$ cat src/rtl/quad_step_decoder.sv
// quad_step_decoder: quadrature encoder front-end for the 4-bit up/down counter.
// Synchronises and glitch-filters raw A/B, blanks decode while the pipeline fills
// after reset, then turns Gray-code moves into a step pulse plus a direction level
// (0 = up, 1 = down) and counts illegal double transitions.
module quad_step_decoder #(
  parameter int SYNC_STAGES = 2,
  parameter int FILT_LEN    = 4,
  parameter int ERR_CNT_W   = 8
) (
  input  logic                 clk,
  input  logic                 reset,
  input  logic                 a_in,
  input  logic                 b_in,
  input  logic                 err_clr,
  output logic                 step,
  output logic                 dir,
  output logic                 err,
  output logic [ERR_CNT_W-1:0] err_count,
  output logic [1:0]           ab_filt
);

  localparam int                   CW         = $clog2(FILT_LEN) + 1;
  localparam logic [CW-1:0]        CNT_LAST   = CW'(FILT_LEN - 1);
  localparam int                   BLANK      = SYNC_STAGES + FILT_LEN + 1;
  localparam int                   BW         = $clog2(BLANK) + 1;
  localparam logic [BW-1:0]        BLANK_LAST = BW'(BLANK - 1);
  localparam logic [ERR_CNT_W-1:0] ERR_MAX    = '1;

  logic [SYNC_STAGES-1:0] syncA_q, syncB_q;
  logic [1:0]             syncAb;
  logic [1:0]             filt_q, filt_d;
  logic [1:0][CW-1:0]     cnt_q, cnt_d;
  logic [BW-1:0]          blank_q, blank_d;
  logic                   armed_q, armed_d;
  logic [1:0]             prev_q, prev_d;
  logic                   step_q, step_d;
  logic                   dir_q, dir_d;
  logic                   err_q, err_d;
  logic [ERR_CNT_W-1:0]   errCount_q, errCount_d;

  // Bit 1 carries channel A and bit 0 channel B throughout, matching ab_filt.
  assign syncAb = {syncA_q[SYNC_STAGES-1], syncB_q[SYNC_STAGES-1]};

  // Plain shift-register synchronisers; nothing else looks at the raw pins.
  always_ff @(posedge clk) begin
    if (reset) begin
      syncA_q <= '0;
      syncB_q <= '0;
    end else begin
      syncA_q <= {syncA_q[SYNC_STAGES-2:0], a_in};
      syncB_q <= {syncB_q[SYNC_STAGES-2:0], b_in};
    end
  end

  // Per-channel filter: accept a new level only after FILT_LEN consecutive disagreeing cycles.
  always_comb begin
    filt_d = filt_q;
    cnt_d  = '0;
    for (int ch = 0; ch < 2; ch++) begin
      if (syncAb[ch] != filt_q[ch]) begin
        if (cnt_q[ch] == CNT_LAST) begin
          filt_d[ch] = syncAb[ch];
        end else begin
          cnt_d[ch] = cnt_q[ch] + CW'(1);
        end
      end
    end
  end

  // Startup blanking, Gray-code decode and the saturating error counter.
  always_comb begin
    blank_d    = blank_q;
    armed_d    = armed_q;
    prev_d     = prev_q;
    step_d     = 1'b0;
    err_d      = 1'b0;
    dir_d      = dir_q;
    errCount_d = errCount_q;
    if (!armed_q) begin
      if (blank_q == BLANK_LAST) begin
        armed_d = 1'b1;
        prev_d  = filt_q;
      end else begin
        blank_d = blank_q + BW'(1);
      end
    end else begin
      prev_d = filt_q;
      case ({prev_q, filt_q})
        4'b00_10, 4'b10_11, 4'b11_01, 4'b01_00: begin
          step_d = 1'b1;
          dir_d  = 1'b0;
        end
        4'b00_01, 4'b01_11, 4'b11_10, 4'b10_00: begin
          step_d = 1'b1;
          dir_d  = 1'b1;
        end
        4'b00_11, 4'b11_00, 4'b10_01, 4'b01_10: begin
          err_d = 1'b1;
        end
        default: begin
        end
      endcase
    end
    // The count moves on the same edge that raises err, so a clear sampled on
    // that edge still leaves this error counted.
    if (err_clr) begin
      errCount_d = err_d ? ERR_CNT_W'(1) : '0;
    end else if (err_d && (errCount_q != ERR_MAX)) begin
      errCount_d = errCount_q + ERR_CNT_W'(1);
    end
  end

  // State and registered outputs; reset returns everything to zero.
  always_ff @(posedge clk) begin
    if (reset) begin
      filt_q     <= '0;
      cnt_q      <= '0;
      blank_q    <= '0;
      armed_q    <= 1'b0;
      prev_q     <= '0;
      step_q     <= 1'b0;
      dir_q      <= 1'b0;
      err_q      <= 1'b0;
      errCount_q <= '0;
    end else begin
      filt_q     <= filt_d;
      cnt_q      <= cnt_d;
      blank_q    <= blank_d;
      armed_q    <= armed_d;
      prev_q     <= prev_d;
      step_q     <= step_d;
      dir_q      <= dir_d;
      err_q      <= err_d;
      errCount_q <= errCount_d;
    end
  end

  assign step      = step_q;
  assign dir       = dir_q;
  assign err       = err_q;
  assign err_count = errCount_q;
  assign ab_filt   = filt_q;

endmodule

$ cat config.mk
export PLATFORM = sky130hd
export DESIGN_NAME = quad_step_decoder
export DESIGN_NICKNAME = d
export VERILOG_FILES = /design/src/rtl/quad_step_decoder.sv
export SDC_FILE = /design/constraint.sdc
export NUM_CORES = 1
export LEC_CHECK = 0
export ABC_AREA = 1
export CORE_MARGIN = 3
export CORE_UTILIZATION = 53
export DETAILED_ROUTE_END_ITERATION = 10
export GPL_TIMING_DRIVEN = 0
export PLACE_DENSITY = 0.77
export SLEW_MARGIN = 20
export SYNTH_ARGS = -nofsm -noshare
export SYNTH_HDL_FRONTEND = slang
export SYNTH_SLANG_ARGS = --single-unit
$ cat constraint.sdc
create_clock -name clk -period 1.5 [get_ports clk]
set_clock_uncertainty 0.1 [all_clocks]
set_input_delay 0.225 -clock clk [delete_from_list [all_inputs] [get_ports clk]]
set_output_delay 0.225 -clock clk [all_outputs]
set_load 0.01 [all_outputs]
### Word-level counts from Yosys, hierarchy flattened

Index checks and enable logic that the tools add are counted.

* logic and storage cells: 65
* input port bits: 5
* register bits: 30
* output and inout port bits: 13

* muxes and demuxes: 11
* bitwise gates (word level): 4
* equality and inequality tests: 18
* reduce and logical (&&, ||, !) cells: 15
* add/subtract/negate cells: 4

Operators by type and width (count)
* equality test 4 bit (second input constant): 6
* equality test 4 x 3 -> 1 bit (second input constant): 4
* two-way mux 8 bit: 2
* OR reduction 4 bit: 3
* adder 8 x 1 -> 8 bit (second input constant): 1
* equality test 4 x 2 -> 1 bit (second input constant): 2
* != test 8 bit (second input constant): 1
* AND reduction 2 bit: 4
* OR reduction 8 bit: 1
* adder 3 x 1 -> 3 bit (second input constant): 2
* equality test 3 x 2 -> 1 bit (second input constant): 2
* two-way mux 1 bit: 6
* nonzero test 2 bit: 3
* OR reduction 3 bit: 2
* adder 4 x 1 -> 4 bit (second input constant): 1
* equality test 4 x 1 -> 1 bit (second input constant): 1
* two-way mux 2 bit: 2
* inverter 1 bit: 4
* != test 1 bit: 2
* case mux 1 bit (2 select lines): 1
* OR reduction 2 bit: 1
* logical AND 1 bit: 1

### Depth between registers and ports, before layout

Gate-level depths: netlist of run 1.

* word-level depth: 7
* depth in mapped cells: 8
* gate-level depth less buffers: 8

### Least setup slack after synthesis of run 1

OpenSTA, ideal clock, no wires.

* kind: flip-flop to flip-flop
* start: register errCount_q[0], in the netlist err_count[0]
* end: register errCount_q[2], in the netlist err_count[2]
* setup time: 0.132 ns
* path buffers: 0
* data arrival time: 1.172 ns
* required time: 1.268 ns
* slack: 0.095 ns
* clock period less this slack: 1.405 ns
* stages on the path, launching flop included: 9
* cells stage by stage: dfxtp_1 ha_1 nand2_1 nor2_2 nand2_2 nand3_4 nand2_4 nand2_1 a21oi_1

* longest elaborated chain between the ends: 3
* elaborated cells between the ends (all ways): 6
* those cells by class: 1 x add/sub; 1 x eq/ne; 2 x mux; 2 x reduce/logical

Ends and longest elaborated chain
* start: declaration: line 39 `logic [ERR_CNT_W-1:0] errCount_q, errCount_d;`
* start signal: assignment: line 134 `errCount_q <= errCount_d;`
* adder 8 x 1 -> 8 bit or != test 8 bit (tied branches): line 109, 108
* two-way mux 8 bit or logical AND 1 bit (tied branches): line 108 `end else if (err_d && (errCount_q != ERR_MAX)) begin`
* two-way mux 8 bit or nonzero test 2 bit (tied branches)

Parallel ways exist; a longest one is shown, timed or not. The select of a mux whose other input is x is not followed.
A chain may end at the register's enable or synchronous reset.

### Worst setup path after layout of run 1

* start: register errCount_q[1], in the netlist err_count[1]
* end: register errCount_q[2], in the netlist err_count[2]

The elaborated chain is that of the path after synthesis.

==> run metrics, run 1 <==
initial antenna violation count 0; Setup TNS Final 0 ns; DRT Pass-1 Iters 4; total clock buffers created by CTS 5; CTS H-Tree Depth 2; CTS max path bufs 2; Max Cap Viol 0; Final Max Tran Viols 0; Top FF cell, synth dfxtp_1; CP Launch Type flip-flop; Final min period 1.40 ns; Leak Pwr 0.694 nW; row count 17; final instance area 0.00166 mm²; first-pass GRT wire length 4420 µm; core area 0.00230 mm²; initial core utilization 58.4%; Final Power 1.49 mW; layout cells sized above 1 16.0%; n_diodes 0; Tcrit/Tclk final 93.2%; Gate Count Post-Synth 174; Mapped Area 0.00134 mm²; Hold Startpoint a_in; I/O pin total 18; synthesis-stage register bit count 30; area grow syn2layout 23.7%; die width 56.3 µm; WL final 2600 µm; Mapped Nets 186; vias per std cell 5.25; launch point of the worst reg-to-reg path err_count[1]; fin util 72.2%; Avg WL per Cell 11.4 µm; CP startpoint err_count[1]; post-route ant nets 0; number of global-route vias before repair 1132; hold buffers post-CTS 0; asr flop ratio synth 0%; status finished, final reports clean; pwr/cell area 899 mW/mm²; placed inst area 0.00155 mm²; Max FO, Critical Path 6; Clock Pin Slew Worst Setup and Hold Paths 0.10 ns; grt ovf 0; Slew @ Worst Pin 0.444 ns; Ys Warns 0; RePlAce Congestion 0.863; Die Area 0.00317 mm²; Placed Cells 219; clock sink count 30; worst min-delay path category in -> reg; Worst Path Arrival 1.51 ns; Root Driver clkbuf_4; fillcell total 195; Clk Latency, worst-skew pair 0.33 ns; die boundary height 56.3 µm; Port-buffer cells 17; maximum VDD drop 0.714 mV; Final nets 211; final non-filler cell total 228; RSZ-0062 raised after global routing false; GRT Resource Usage Total 17.8%; CTS tree yes; Peak Freq 715 MHz; post-DP HPWL 1910 µm; DRT iter0 DRCs 33; largest net degree at the start of global routing 11; Worst Setup End Kind flip-flop; Worst slew margin 70.4%; DRC 0; Yosys cell types 26; critical path data required time 1.61 ns; number of flops mapped to enable cells by yosys 0; via count 1197; Mean Syn Cell Area 7.71 µm²; Final Setup Violations 0; sequential cell area fraction in the yosys report 44.8%; final hold violation count 0; critical path class reg -> reg
==> cells in the final DEF (no fill, tap or decap), types with 5 or more instances in the layout <==
cell and instances:
inv_1 25, o21ai_0 6, dfxtp_2 6, nand3_1 15, dfxtp_1 22, a21oi_1 17
nor2_1 20, nand2_1 26, dlygate4sd2_1 13, ha_1 6, clkbuf_4 5
==> final timing paths <==
| check | endpoint | slack, ns | cells after the start |
|---|---|---|---|
| min | syncA_q[0] | 0.30 | 3 |
| max reg2reg | err_count[2] | 0.10 | 8 |
| max | err_count[2] | 0.10 | 8 |
| min reg2reg | syncA_q[1] | 0.30 | 2 |
==> layout make-up <==
type	instances	area, µm²	area share, %
plain buffers	1	3.75	0.226
clock buffers	8	78.8	4.75
multi-input cells	115	659	39.7
inverters	28	105	6.33
repair buffers	18	161	9.73
well taps	28	35.0	2.11
flip-flops and latches	30	616	37.1
==> flip-flops by register name (all words and copies together) (netlist names) <==
register   count
err_count      8
cnt_q          6
blank_q        4
ab_filt        2
prev_q         2
syncA_q        2
syncB_q        2
armed_q        1
dir            1
err            1
step           1
==> logic make-up (layout without fill, tap and decap cells) <==
logic type	Yosys count	count (layout)	share of synthesized area, %
adder cells (fa/ha/maj)	7	7	6.53
AO/OA/AOI/OAI	30	30	12.4
AND/OR/NAND/NOR	75	75	26.2
XOR/XNOR	3	3	1.96
flip-flops	30	30	44.8
buffers and inverters	29	55	8.12
==> through the flow <==
stage	worst slack, ns	hold slack, ns
after floorplan	0.0955	0.198
after global placement	-0.0659	0.291
after detailed placement	-0.0795	0.300
after CTS	0.00288	0.292
after global routing	0.0230	0.319
final	0.102	0.305
==> critical path, stage by stage, from the launching register on <==
cell     delay [ns]
dfxtp_2        0.38
ha_4           0.15
nand2_2        0.08
nor2_4         0.14
nand2_4        0.09
nand3_4        0.13
nand2_4        0.08
nand2_1        0.06
a21oi_1        0.05
==> synth_stat cells (2+ instances only) <==
cell type,number,area (µm²)
nand2_2,2,12.5
inv_1,26,97.6
ha_1,7,87.6
nor2_1,20,75.1
nor2_2,3,18.8
nand3_1,15,75.1
dfxtp_1,30,601
xor2_1,2,17.5
nand2_1,28,105
o21ai_0,6,30.0
a21oi_1,17,85.1
o211ai_1,2,15.0
inv_2,2,7.51
nor3_1,2,10.0
==> routing by layer <==
layer / track usage (%) / up-vias / wire, µm
met4: 10.8 / 0 / 58
li1: - / 611 / -
met3: 6.21 / 8 / 122
met2: 29.4 / 26 / 1290
met1: 19.3 / 552 / 1140
met5: 0 / - / 0
==> timing repair <==
item,in CTS,in global routing
pin swaps,0,3
buffers inserted,0,1
gates resized for setup,23,7
setup endpoints to repair,19,12
gates cloned,0,0
==> power breakdown <==
part	total [mW]	leakage, nW	switching (mW)	internal (mW)
clock network	0.593	0.0446	0.273	0.320
registers	0.824	0.248	0.0141	0.810
logic	0.0738	0.402	0.0435	0.0303
No activity file was read; power rests on OpenSTA's default activity.
==> run 2, diff against run 1 <==
--- a/config.mk
+++ b/config.mk
@@ -15,3 +15,4 @@
 export SYNTH_ARGS = -nofsm -noshare
 export SYNTH_HDL_FRONTEND = slang
 export SYNTH_SLANG_ARGS = --single-unit
+export TNS_END_PERCENT = 30
==> run 2 against run 1 <==
  * Critical path depth unchanged
  * Global-route usage unchanged
  * Sequential share of layout area up 0.45 points
  * Cell count is the same
  * Routed wire length shrank 1.4%
  * Via count down 1.3%
  * Count of clock-buffer cells in the layout unchanged
  * Die area did not move
  * Register-to-register slack got worse by 0.04 ns
  * Flip-flop and latch count unchanged
  * Worst hold slack hardly changed
==> run metrics, run 2 (synthesis results as in run 1) <==
Final Max Tran Viols 0 (unchanged); Hold Startpoint a_in; Placed Cells 219 (unchanged); final non-filler cell total 228 (unchanged); RSZ-0062 raised after global routing true; clock sink count 30 (unchanged); Peak Freq 697 MHz (-2.6%); layout cells sized above 1 16.0% (unchanged); CP max-delay cell dfxtp_4; Slew @ Worst Pin 0.446 ns (+0.00184 ns); number of global-route vias before repair 1132 (unchanged); RePlAce Congestion 0.863 (unchanged); critical path class reg -> reg; pwr/cell area 910 mW/mm² (+1.2%); hold buffers post-CTS 0 (unchanged); Max FO, Critical Path 5 (-1); GRT Resource Usage Total 17.8% (unchanged); Leak Pwr 0.678 nW (-2.3%); worst min-delay path category in -> reg; Worst Path Arrival 1.61 ns (+0.10 ns); total clock buffers created by CTS 5 (unchanged); CP delay by family, top simple AND/OR/NAND/NOR gates; area grow syn2layout 22.2%; Clock Pin Slew Worst Setup and Hold Paths 0.10 ns (about the same); die width 56.3 µm (unchanged); via count 1181 (-1.3%); status finished, final reports clean; largest net degree at the start of global routing 11 (unchanged); first-pass GRT wire length 4420 µm (unchanged); most frequent cells in the layout nand2_1 (26), inv_1 (25), dfxtp_1 (22), nor2_1 (20), a21oi_1 (17); r2r setup slk 0.07 ns (-0.04 ns); CTS H-Tree Depth 2 (unchanged); CTS max path bufs 2 (unchanged); initial core utilization 58.4% (unchanged); Worst Hold Endpoint syncA_q[0]; Final Setup Violations 0 (unchanged); row count 17 (unchanged); commonest non-fill, non-tap cell in the layout nand2_1; worst r2r path cells 8 (unchanged); core area 0.00230 mm² (unchanged); WP buf/inv 1 (+1); n_diodes 0 (unchanged); CTS tree yes; Port-buffer cells 17 (unchanged); WL final 2570 µm (-1.4%); Worst slew margin 70.3% (-0.12 points); Max Cap Viol 0 (unchanged); Root Driver clkbuf_4; critical path data required time 1.67 ns (+0.06 ns); Largest register FFs 8 (unchanged); grt ovf 0 (unchanged); DRC 0 (unchanged); Final min period 1.43 ns (+0.0367 ns); Tcrit/Tclk final 95.6% (+2.4 points); Worst Setup End Kind flip-flop; DRT Pass-1 Iters 4 (unchanged); fillcell total 198 (+1.5%); slowest stage delay, CP 0.37 ns (about the same); placed inst area 0.00155 mm² (unchanged); Clk Latency, worst-skew pair 0.33 ns (about the same); most used cell, CP nand2_2; Setup TNS Final 0 ns (unchanged); post-route ant nets 0 (unchanged); reg-to-reg critical path endpoint err_count[3]; Final Power 1.49 mW (about the same); hold path cells 3 (unchanged); DRT iter0 DRCs 24 (-27%); die boundary height 56.3 µm (unchanged); vias per std cell 5.18 (-1.3%); maximum VDD drop 0.714 mV (about the same); Final nets 211 (unchanged); initial antenna violation count 0 (unchanged); final instance area 0.00164 mm² (-1.2%); final hold violation count 0 (unchanged); CP Launch Type flip-flop; Die Area 0.00317 mm² (unchanged); cell chain of the critical path ha_2 > nand2_2 > nor2_2 > nand2_2 > buf_4 > nand3_1 > nand2_1 > a21oi_1; post-DP HPWL 1910 µm (unchanged); I/O pin total 18 (unchanged); Avg WL per Cell 11.3 µm (-1.4%); launch point of the worst reg-to-reg path err_count[0]
run 2: cell counts in the layout (fill, tap and decap cells not counted):
No cell type changed its count.
run 2: power breakdown:
part           switching [mW]  total, mW  internal (mW)
clock                   0.273      0.593          0.320
combinational          0.0436     0.0739         0.0303
sequential             0.0141      0.824          0.810
run 2: cell type report:
cell class	count	area, µm²	area share, %
clock buffers	8	78.8	4.81
inverters	28	105	6.41
flip-flops and latches	30	616	37.6
plain buffers	1	3.75	0.229
well taps	28	35.0	2.14
repair buffers	18	161	9.85
multi-input cells	115	639	39.0
run 2: worst register-to-register path, cell delays in order, from the launching register on:
cell     delay, ns
dfxtp_4       0.37
ha_2          0.20
nand2_2       0.08
nor2_2        0.12
nand2_2       0.12
buf_4         0.16
nand3_1       0.07
nand2_1       0.05
a21oi_1       0.12
run 2: how the worst max path moves through the flow:
stage	from	end	slack [ns]	cells past startpoint
3_5_place_dp	reset	err_count[7]	-0.08	5
6_report	err_count[0]	err_count[3]	0.07	8
3_3_place_gp	reset	err_count[7]	-0.07	5
2_1_floorplan	err_count[0]	err_count[2]	0.1	8
4_1_cts	blank_q[0]	blank_q[2]	0.003	8
5_1_grt	err_count[0]	err_count[7]	-0.02	8
run 2: routing by layer:
layer  up-vias  global-route usage (%)  routed length, µm
met5         -                       0                  0
met4         0                    10.8                 57
met3         8                    6.21                 99
met2        19                    29.4               1270
met1       541                    19.3               1140
li1        613                       -                  -
run 2: per-stage QoR:
stage / util [%] / worst slack, ns / hold WS, ns
CTS: 70.7 / 0.00288 / 0.292
finish: 71.4 / 0.0655 / 0.305
global route: 71.4 / -0.0246 / 0.319
floorplan: - / 0.0955 / 0.198
global placement: 67.3 / -0.0659 / 0.291
detailed placement: 67.3 / -0.0795 / 0.300
run 2: repair_timing:
item | CTS | global route
resized for setup | 23 | 4
pin swaps | 0 | 1
setup endpoints to repair | 19 | 12
buffers inserted | 0 | 1
